File: src/rtl/hazard_scoreboard.sv
// Countdown-scoreboard hazard unit: one latency counter per register decides
// IF/ID hold and ID/EX bubble for EX consumers and ID-stage branch compares.
module hazard_scoreboard #(
  parameter int REG_ADDR_W   = 5,
  parameter int LAT_W        = 3,
  parameter int BRANCH_EXTRA = 1,
  parameter int CNT_W        = 16
) (
  input  logic                  clk,
  input  logic                  rst_n,
  input  logic                  issueValid,
  input  logic [REG_ADDR_W-1:0] registerRsID,
  input  logic [REG_ADDR_W-1:0] registerRtID,
  input  logic                  useRsID,
  input  logic                  useRtID,
  input  logic                  branchID,
  input  logic                  regWriteID,
  input  logic [REG_ADDR_W-1:0] registerRdID,
  input  logic [LAT_W-1:0]      latencyID,
  output logic                  stall,
  output logic                  flush,
  output logic [CNT_W-1:0]      stallCycles
);

  localparam int NREG  = 1 << REG_ADDR_W;
  localparam int CTR_W = LAT_W + 1;
  localparam logic [CTR_W-1:0] EXTRA = CTR_W'(BRANCH_EXTRA);

  logic [CTR_W-1:0] cnt_q [NREG];
  logic [CTR_W-1:0] cnt_d [NREG];
  logic [CNT_W-1:0] stall_cycles_q;
  logic [CNT_W-1:0] stall_cycles_d;
  logic             rs_blk_s;
  logic             rt_blk_s;
  logic             stall_s;
  logic             load_s;

  // Branches compare in ID and need the value fully settled; EX consumers
  // can tolerate BRANCH_EXTRA remaining cycles thanks to forwarding.
  function automatic logic src_blocked(input logic                  used_i,
                                       input logic [REG_ADDR_W-1:0] reg_i,
                                       input logic                  br_i,
                                       input logic [CTR_W-1:0]      cnt_i);
    logic blk;
    if (!used_i || (reg_i == REG_ADDR_W'(0))) begin
      blk = 1'b0;
    end else if (br_i) begin
      blk = (cnt_i != CTR_W'(0));
    end else begin
      blk = (cnt_i > EXTRA);
    end
    return blk;
  endfunction

  always_comb begin
    rs_blk_s = src_blocked(useRsID, registerRsID, branchID, cnt_q[registerRsID]);
    rt_blk_s = src_blocked(useRtID, registerRtID, branchID, cnt_q[registerRtID]);
    stall_s  = issueValid & (rs_blk_s | rt_blk_s);
    load_s   = issueValid & ~stall_s & regWriteID & (registerRdID != REG_ADDR_W'(0));

    for (int i = 0; i < NREG; i++) begin
      if (load_s && (registerRdID == REG_ADDR_W'(i))) begin
        cnt_d[i] = CTR_W'(latencyID) + EXTRA;
      end else if (cnt_q[i] != CTR_W'(0)) begin
        cnt_d[i] = cnt_q[i] - CTR_W'(1);
      end else begin
        cnt_d[i] = cnt_q[i];
      end
    end
    cnt_d[0] = CTR_W'(0);

    if (stall_s && (stall_cycles_q != {CNT_W{1'b1}})) begin
      stall_cycles_d = stall_cycles_q + CNT_W'(1);
    end else begin
      stall_cycles_d = stall_cycles_q;
    end
  end

  always_ff @(posedge clk or negedge rst_n) begin
    if (!rst_n) begin
      for (int i = 0; i < NREG; i++) begin
        cnt_q[i] <= CTR_W'(0);
      end
      stall_cycles_q <= CNT_W'(0);
    end else begin
      for (int i = 0; i < NREG; i++) begin
        cnt_q[i] <= cnt_d[i];
      end
      stall_cycles_q <= stall_cycles_d;
    end
  end

  assign stall       = stall_s;
  assign flush       = stall_s;
  assign stallCycles = stall_cycles_q;

endmodule

File: config.mk
export PLATFORM = sky130hd
export DESIGN_NAME = hazard_scoreboard
export DESIGN_NICKNAME = d
export VERILOG_FILES = /design/src/rtl/hazard_scoreboard.sv
export SDC_FILE = /design/constraint.sdc
export NUM_CORES = 1
export LEC_CHECK = 0
export CAP_MARGIN = 0
export CELL_PAD_IN_SITES_DETAIL_PLACEMENT = 2
export CELL_PAD_IN_SITES_GLOBAL_PLACEMENT = 2
export CORE_MARGIN = 4
export CORE_UTILIZATION = 27
export DETAILED_ROUTE_END_ITERATION = 8
export HOLD_SLACK_MARGIN = 0.02
export PLACE_DENSITY_LB_ADDON = 0.1
export SETUP_SLACK_MARGIN = 0.3
export SLEW_MARGIN = 15
export SYNTH_ARGS = -nofsm -noshare
export SYNTH_HDL_FRONTEND = slang
export SYNTH_SLANG_ARGS = --single-unit
File: constraint.sdc
create_clock -name clk -period 4.35 [get_ports clk]
set_clock_uncertainty 0.2 [all_clocks]
set_input_delay 0.87 -clock clk [delete_from_list [all_inputs] [get_ports clk]]
set_output_delay 0.87 -clock clk [all_outputs]
set_load 0.005 [all_outputs]
==> run summary <==
Status -> completed
TritonRoute pass-1 iters -> 4
Commonest non-fill, non-tap cell in the layout -> dfrtp_1
CTS Buf Count -> 17
Number of global-route vias before repair -> 9189
Sequential share of power -> 34.5%
Worst R2R Path Depth -> 11
Slew at the pin closest to its max-slew limit -> 0.8564 ns
Post-DP HPWL -> 25.69 mm
Drc violations -> 0
WL/cell -> 21.58 µm
Worst-path fanout max -> 5
Core box area -> 0.03661 mm²
Initial antenna violation count -> 0
Post-synth net total -> 1084
Diode count -> 0
First-pass GRT wire length -> 55.46 mm
Min-Delay Startpoint -> stallCycles[8]
Crit path launch type -> primary input
RSZ-0062 raised after global routing -> true
WP buf/inv -> 6
Worst EP required -> 3.28 ns
Synth Warn # -> 0
Number of synthesized flops with an enable pin -> 0
GR Overflow Total -> 0
VDD IR-drop max -> 0.3164 mV
RR Endpoint -> cnt_q[61]
Final #Nets -> 1221
Die W -> 200.5 µm
Clock power frac -> 18.3%
Final Cycle Share -> 91.15%
Crit path largest cell delay -> 0.38 ns
Synth Area per Inst -> 10.05 µm²
Max_cap viols -> 0
Mapped Area -> 0.01000 mm²
Gate Count Post-Synth -> 995
Post-synthesis register bit count -> 140
Hold crit path type -> reg -> reg
Final Hold Vio Count -> 0
DRT Wirelength -> 34.81 mm
Pleak -> 0.005929 µW
Critical path endpoint category -> primary output
# setup viols final -> 0
Fraction of layout cells with a size suffix above 1 -> 24.10%
Clock transition at the registers of the reported paths -> 0.06 ns
Switching pwr -> 3345 µW
Area Growth Syn to Fin -> 26.76%
Hold endpoint -> stallCycles[8]
PD cells -> 640.9 mW/mm²
CP Cell Sequence -> buf_2 > buf_8 > buf_6 > mux4_2 > a2111oi_4 > buf_4 > nor4_4 > a22oi_2 > a22oi_2 > buf_12 > nor2b_4 > buf_2
Ys async rst share -> 100.0%
Leading post-synthesis cells by cell area -> dfrtp_1 35%, mux2i_1 11%, ha_1 8.0%
R2r startpoint -> cnt_q[95]
Post-synth top area share -> 35.03%
CTS tree -> done
Reg2Reg Setup Slack -> 0.78 ns
CTS root buf -> clkbuf_16
PortBufs -> 42
Boundary pin count -> 43
Crit path kind -> in -> out
CP arrival -> 2.90 ns
Rel. slew slack -> 42.90%
Switch share -> 41.16%
Slowest CP cell -> a2111oi_4
Gr usage total -> 17.78%
Die area -> 0.04019 mm²
Yosys cell types -> 56
Initial Util -> 27.32%
Average vias per placed instance -> 5.051
Latest clock arrival within the worst-skew pair -> 0.45 ns
Routability cong. -> 0.8349
Total power -> 8126 µW
Max Clk Rate -> 0.2522 GHz
CTS max path bufs -> 2
Sink Count -> 140
Leading cell types in the layout, fill and taps excluded -> 138 x dfrtp_1, 114 x mux2i_1, 95 x buf_4, 80 x inv_1, 70 x nor3_1
FP Rows -> 70
Htree depth -> 4
Largest net degree at the start of global routing -> 79
Final core occ -> 34.63%
Via count -> 8148
Initial DRC count -> 242
Top Family by Delay on Critical Path -> buffers and inverters
Register area share after synthesis -> 35.03%
DRT antenna net count -> 0
Max-slew violations -> 0
Area leader, netlist -> dfrtp_1
Worst Hold Depth -> 1
Ys flop type -> dfrtp_1
Power Internal -> 4781 µW
Gate power share -> 47.2%
Tmin final -> 3.965 ns
Die height -> 200.5 µm
[synth_stat cells (5+ instances only)]
master     count
a2111oi_0      5
a211oi_1       6
a21oi_1       52
and2_1         6
and3_1         7
buf_2         10
buf_6          7
clkbuf_1      16
dfrtp_1      140
ha_1          64
inv_1         83
mux2_1        19
mux2_2        39
mux2i_1      114
mux4_2        19
nand2_1       51
nand2b_1      25
nand3_1       11
nand3_2       18
nor2_1        44
nor2b_1       16
nor3_1        71
nor4_1        21
o21ai_0        7
or3_1         36
xnor2_1       32
xor2_1        16
[per-stage QoR]
stage	area [µm²]	hold slack, ns	worst slack, ns	setup TNS, ns	cells
global route	12680	0.3285	0.2954	0	1613
floorplan	10000	0.2774	0.4644	0	995
finish	12680	0.2961	0.3850	0	1613
CTS	12570	0.3056	0.3032	0	1611
global placement	11610	0.2869	-0.6029	-31.11	1566
detailed placement	11610	0.2904	-0.6571	-39.52	1566
[cell type report]
cell class              instances  area [µm²]
clock buffers                  25       485.5
clock inverters                 7       87.58
fillers                      4012       23930
inverters                      84       319.1
multi-input cells             733        6264
flip-flops and latches        140        3506
well taps                     468       585.6
repair buffers                156        1431
[worst max-delay path by stage]
stage                    start     to  cells after the start
4_1_cts        registerRsID[0]  flush                     12
5_1_grt        registerRsID[1]  flush                     12
2_1_floorplan  registerRsID[0]  stall                     10
6_report       registerRsID[1]  flush                     12
3_3_place_gp   registerRsID[0]  flush                     10
3_5_place_dp   registerRsID[0]  flush                     10
[timing repair]
action | 4_1_cts | 5_1_grt
gates resized for setup | 71 | 30
hold buffers | 1 | 0
pin swaps | 15 | 6
cloned | 2 | 0
setup endpoints to repair | 93 | 5
buffers inserted | 10 | 2
hold endpoints to repair | 9 | 0
[sequential cells by signal, summed over array words and instances (netlist names)]
signal       flops
stallCycles     16
cnt_q          124
[power groups by stage]
stage	clock network (µW)	registers, µW	logic, µW
floorplan	0	2450	2800
CTS	1550	2810	3900
global placement	0	2770	3650
global route	1600	2930	4390
finish	1490	2800	3830
detailed placement	0	2770	3790
[metal layers]
layer / global-route usage, % / part of all wire (%)
met5: 0 / 0
met4: 4.228 / 1.6
met3: 3.150 / 2.5
met2: 30.06 / 48
met1: 23.81 / 48
[kinds of logic (layout without fill, tap and decap cells)]
kind of cell	Yosys count	in the layout	synth area share [%]
and+or+nand+nor	327	327	18.59
adders and majority gates	64	64	8.006
xor gates and xnor gates	48	48	4.203
DFF	140	140	35.03
muxes	191	191	22.22
AOI/OAI and AO/OA	103	103	6.542
buffers and inverters	122	272	5.417
No activity file was read; power rests on OpenSTA's default activity.
